**config.mk**
```make
export PLATFORM = sky130hd
export DESIGN_NAME = restoring_divider_8_bit
export DESIGN_NICKNAME = d
export VERILOG_FILES = /design/src/rtl/restoring_divider_8_bit.sv
export SDC_FILE = /design/constraint.sdc
export NUM_CORES = 1
export LEC_CHECK = 0
export CAP_MARGIN = 20
export CORE_AREA = 4 4 56 95
export CTS_BUF_LIST = sky130_fd_sc_hd__clkbuf_2 sky130_fd_sc_hd__clkbuf_4 sky130_fd_sc_hd__clkbuf_8
export CTS_CLUSTER_DIAMETER = 50
export DETAILED_ROUTE_END_ITERATION = 10
export DIE_AREA = 0 0 60 99
export MAX_ROUTING_LAYER = met4
export PLACE_DENSITY_LB_ADDON = 0.25
export SLEW_MARGIN = 20
export SYNTH_ARGS = -nofsm -noshare
export SYNTH_HDL_FRONTEND = slang
export SYNTH_SLANG_ARGS = --single-unit
```
**constraint.sdc**
```tcl
create_clock -name clk -period 3.41 [get_ports clk]
set_input_delay 0.5115 -clock clk [delete_from_list [all_inputs] [get_ports clk]]
set_output_delay 0.5115 -clock clk [all_outputs]
set_load 0.01 [all_outputs]
```
**src/rtl/restoring_divider_8_bit.sv**
```systemverilog
// rtl/restoring_divider_8_bit.sv - multi-cycle unsigned restoring divider
//
// Purpose: unsigned integer divider that performs one shift and one trial
// subtraction per clock. An operation takes WIDTH clock edges after the
// accepting start edge. A zero divisor completes on the accepting edge.
//
// Ports:
//   clk          rising-edge clock
//   reset        asynchronous, active-high reset
//   start        request pulse, sampled only while idle
//   dividend     unsigned dividend, captured on the accepted start edge
//   divisor      unsigned divisor, captured on the accepted start edge
//   busy         high while an operation is in progress
//   done         one-cycle pulse; results are valid from this cycle
//   quotient     registered quotient (all ones on divide by zero)
//   remainder    registered remainder (dividend on divide by zero)
//   div_by_zero  registered flag, set when the captured divisor was 0
module restoring_divider_8_bit #(
  parameter int WIDTH = 8
) (
  input  logic             clk,
  input  logic             reset,
  input  logic             start,
  input  logic [WIDTH-1:0] dividend,
  input  logic [WIDTH-1:0] divisor,
  output logic             busy,
  output logic             done,
  output logic [WIDTH-1:0] quotient,
  output logic [WIDTH-1:0] remainder,
  output logic             div_by_zero
);

  localparam int CW = $clog2(WIDTH);

  typedef enum logic {
    IDLE,
    CALC
  } state_t;

  state_t           state;
  state_t           state_n;
  logic [CW-1:0]    cnt;
  logic [WIDTH-1:0] rem_w;
  logic [WIDTH-1:0] q_w;
  logic [WIDTH-1:0] div_r;

  logic [WIDTH:0]   shifted;
  logic [WIDTH:0]   trial;
  logic             fits;
  logic [WIDTH-1:0] rem_n;
  logic [WIDTH-1:0] q_n;
  logic             last_iter;

  // The partial remainder is always below the divisor, so its WIDTH+1-bit
  // value never sets the top bit; only the low WIDTH bits are stored.
  always_comb begin
    shifted   = {rem_w, q_w[WIDTH-1]};
    trial     = shifted - {1'b0, div_r};
    fits      = ~trial[WIDTH];
    rem_n     = fits ? trial[WIDTH-1:0] : shifted[WIDTH-1:0];
    q_n       = {q_w[WIDTH-2:0], fits};
    last_iter = (cnt == CW'(WIDTH - 1));
  end

  always_comb begin
    state_n = state;
    case (state)
      IDLE:    if (start && (divisor != '0)) state_n = CALC;
      CALC:    if (last_iter) state_n = IDLE;
      default: state_n = IDLE;
    endcase
  end

  always_ff @(posedge clk or posedge reset) begin
    if (reset) state <= IDLE;
    else       state <= state_n;
  end

  assign busy = (state == CALC);

  always_ff @(posedge clk or posedge reset) begin
    if (reset) begin
      done        <= 1'b0;
      quotient    <= '0;
      remainder   <= '0;
      div_by_zero <= 1'b0;
      cnt         <= '0;
      rem_w       <= '0;
      q_w         <= '0;
      div_r       <= '0;
    end else begin
      done <= 1'b0;
      case (state)
        IDLE: begin
          if (start) begin
            if (divisor != '0) begin
              rem_w <= '0;
              q_w   <= dividend;
              div_r <= divisor;
              cnt   <= '0;
            end else begin
              // Divide by zero finishes immediately without entering CALC.
              done        <= 1'b1;
              div_by_zero <= 1'b1;
              quotient    <= '1;
              remainder   <= dividend;
            end
          end
        end
        CALC: begin
          rem_w <= rem_n;
          q_w   <= q_n;
          cnt   <= cnt + CW'(1);
          if (last_iter) begin
            quotient    <= q_n;
            remainder   <= rem_n;
            div_by_zero <= 1'b0;
            done        <= 1'b1;
          end
        end
        default: ;
      endcase
    end
  end

endmodule

```
==> run_results.csv <==
group,metric,value,unit
status,status,"completed",
place,place.gp.congestion,0.853,
worst_setup_path,crit_family,"compound AO/OA/AOI/OAI gates",
worst_setup_path,crit_chain,"inv_1 > ha_1 > inv_1 > fa_1 > a211oi_1 > o21bai_1 > a21oi_2 > xnor2_4 > mux2_4 > o221a_1",
worst_setup_path,required,3610,ps
power_and_ir_drop,combPwrFrac,0.601,
synth,async_reset_ff_frac,1.00,
routing,drtAntennaViolNets,0,
routing,drtIter0Drc,114,
synth,synth_ff_type,"dfrtp_1",
place,post-dp-hpwl,4070,um
power_and_ir_drop,clockPowerShare,0.100,
synth,ys_types,41,
routing,first_pass_iters,4,
power_and_ir_drop,switching_share,0.417,
cts,cts.htree.levels,2,
global_route,gr-total-overflow,0,
sta,slew_headroom,0.367,
finish,final_layout_size_suffix_gt1_frac,0.0801,
worst_setup_path,cp_num_buf_inv,2,
cts,clk_pin_slew,90,ps
sta,fin_crit_sh,0.808,
global_route,grt_max_degree,47,
sta,tightest_slew,949,ps
worst_setup_path,path_class,"flip-flop to flip-flop",
synth,synth_top_family_by_area,"compound AO/OA/AOI/OAI gates",
power_and_ir_drop,power_frac_seq,0.299,
floorplanning,start_util,0.540,
routing,drcViolationCount,0,
worst_setup_path,start_kind,"flip-flop",
min_path,holdPathStages,2,
synth,synth-xor-area-share,0.0222,
global_route,track_usage,0.211,
sta,finalHoldViolations,0,
min_path,hp-start,"div_by_zero$_DFFE_PP0P_",
finish,area_growth,21.0,%
global_route,grt_pass1_vias,2009,
synth,ys_ff_latch,46,
synth,synth_area,2420,um2
cts,cts_sinks,46,
synth,synthMuxAreaShare,0.0903,
sta,finalHoldWorstSlack,513,ps
cts,post_cts_resized,0,
synth,syn-num-nets,278,
floorplanning,ioPinCount,38,
routing,wl_per_cell,16.5,um
floorplanning,die_width,60,um
global_route,antenna_found_initial,0,
floorplanning,die-area,5940,um2
routing,drt-total-wl,5570,um
routing,viasPerCell,5.78,
synth,synth_simple_gate_area_frac,0.137,
worst_setup_path,end_kind,"flip-flop",
power_and_ir_drop,internal_power,1970,uW
power_and_ir_drop,powerDensity,1150,nW/um2
finish,fillers,398,
floorplanning,coreArea,4480,um2
power_and_ir_drop,p_leak,0.00131,uW
synth,synth_edf_count,0,
place,portBuffers,37,
worst_setup_path,worst_path_most_repeated_cell,"inv_1",
finish,multiInputGateArea,1200,um2
synth,ys_warn_count,0,
worst_setup_path,cpPeakStageDelay,410,ps
worst_setup_path,slowest_stage,"fa_1",
sta,tns,0,ps
cts,cts_tree,"yes",
cts,cts_root_buffer,"clkbuf_8",
finish,utilization,0.654,
run,maxCapViolations,0,
sta,finClkSkew,7.65,ps
power_and_ir_drop,p_sw,1410,uW
sta,rsz0062_at_grt,"no",
synth,avgSynthCellArea,9.77,um2
cts,cts-buffers-inserted,5,
synth,syn-instance-count,248,
worst_setup_path,setup.worst_path.start,"q_w[7]$_DFFE_PP0P_",
worst_setup_path,r2r_cells,10,
worst_setup_path,worst-path-stages,10,
cts,hold_buffers,0,
sta,setup_viol,0,
global_route,grt_pass1_wl,9430,um
worst_setup_path,path_max_fanout,10,
finish,diodes,0,
synth,synth_compound_gate_area_share,0.184,
routing,vias,1952,
cts,clkLatencyLatePin,310,ps
floorplanning,die_h,99,um
cts,postCtsSetupBuffers,0,
synth,yosysSeqAreaShare,0.475,
power_and_ir_drop,ir_drop,0.000625,V
finish,regArea,1150,um2
finish,nNetsFinal,316,
cts,clockBufferDepth,2,
min_path,worst_hold_path_type,"flip-flop to flip-flop",
floorplanning,rows,32,
sta,drv_slew,0,
sta,fin_crit,2760,ps
worst_setup_path,r2r-start,"q_w[7]$_DFFE_PP0P_",
worst_setup_path,cp.arrival,2950,ps
synth,synthAdderAreaFrac,0.0599,
sta,max_freq,363,MHz
==> layer usage <==
| layer | share of wire | up-vias | wire length, um | GRT usage |
|---|---|---|---|---|
| met5 | 0 | - | 0 | - |
| met4 | 0.022 | 0 | 120 | 0.0751 |
| met3 | 0.042 | 12 | 232 | 0.0354 |
| met2 | 0.52 | 58 | 2910 | 0.344 |
| met1 | 0.41 | 933 | 2300 | 0.256 |
| li1 | - | 949 | - | - |
==> through the flow <==
step / setup WS (ps) / instances / area (um2) / power (uW)
2_1_floorplan: 881 / 248 / 2420 / 2470
3_3_place_gp: 739 / 330 / 2840 / 3000
3_5_place_dp: 671 / 330 / 2840 / 3050
4_1_cts: 657 / 338 / 2930 / 3390
5_1_grt: 489 / 338 / 2930 / 3690
6_report: 655 / 338 / 2930 / 3380
==> synth_stat cells, types with 3 or more instances <==
master     n  area [um2]
a21oi_1   16        80.1
a22o_2     3        30.0
and2_1     3        18.8
clkbuf_1   7        26.3
dfrtp_1   46        1150
ha_1      10         125
inv_1     12        45.0
mux2_2     3        33.8
mux2_4     3        45.0
mux2i_1   14         140
nand2_1   35         131
nand3_1    3        15.0
nor2_1    20        75.1
nor3_1     3        15.0
nor4_1     3        18.8
o21ai_0   31         155
o221a_1    3        33.8
or3_1      3        18.8
==> cell usage in the layout, fill, tap and decap left out, types with 2 or more instances in the layout <==
master	netlist	routed
dfrtp_1	46	46
clkdlybuf4s50_1	0	37
nand2_1	35	35
o21ai_0	31	31
nor2_1	20	20
a21oi_1	16	16
mux2i_1	14	14
inv_1	12	11
ha_1	10	10
clkbuf_8	0	5
nor4_1	3	3
mux2_4	3	3
a22o_2	3	3
nor3_1	3	3
nand3_1	3	3
and2_1	3	3
or3_1	3	3
o221a_1	3	3
mux2_2	3	3
o21a_1	2	2
a211o_1	2	2
xor2_1	2	2
nor2b_1	2	2
and3_1	2	2
o2111ai_1	2	2
o22ai_1	2	2
buf_4	0	2
==> worst reg2reg max path: stages (launching register included) <==
cell and delay [ps]:
dfrtp_1 390, inv_1 80, ha_1 170, inv_1 50
fa_1 420, a211oi_1 310, o21bai_1 120, a21oi_2 250
xnor2_4 260, mux2_4 350, o221a_1 260
==> cell families (layout without fill, tap and decap cells) <==
kind of cell	Yosys count	after routing
AOI/OAI and AO/OA	71	71
DFF	46	46
buffers and inverters	20	59
muxes	20	20
xor gates and xnor gates	4	4
and+or+nand+nor	76	76
adders and majority gates	11	11
==> worst paths after layout <==
kind	to	slack (ps)
worst max register to register	remainder[6]$_DFFE_PP0P_	650
worst max-delay path	remainder[6]$_DFFE_PP0P_	650
worst min register to register	div_by_zero$_DFFE_PP0P_	510
worst min-delay path	div_by_zero$_DFFE_PP0P_	510
min in group asynchronous	div_r[6]$_DFFE_PP0P_	720
max in group asynchronous	busy$_DFF_PP0_	2080
==> power groups by stage <==
stage / clock network (uW) / registers [uW] / logic [uW]
final: 339 / 1010 / 2030
after global routing: 366 / 1040 / 2290
after CTS: 344 / 1010 / 2040
after detailed placement: 0 / 1020 / 2030
after global placement: 0 / 1010 / 1990
after floorplan: 0 / 1020 / 1450
==> flip-flops by register name, summed over array words and instances, names as in the netlist <==
name,count
cnt,3
done,1
div_by_zero,1
div_r,8
quotient,8
busy,1
remainder,8
q_w,8
rem_w,8
==> cell type report <==
| class | instances | share of cell area |
|---|---|---|
| repair buffers | 39 | 0.131 |
| inverters | 12 | 0.0154 |
| clock inverters | 3 | 0.00726 |
| clock buffers | 5 | 0.0235 |
| well taps | 51 | 0.0218 |
| flip-flops and latches | 46 | 0.393 |
| multi-input cells | 182 | 0.408 |
No activity file was read; power rests on OpenSTA's default activity.
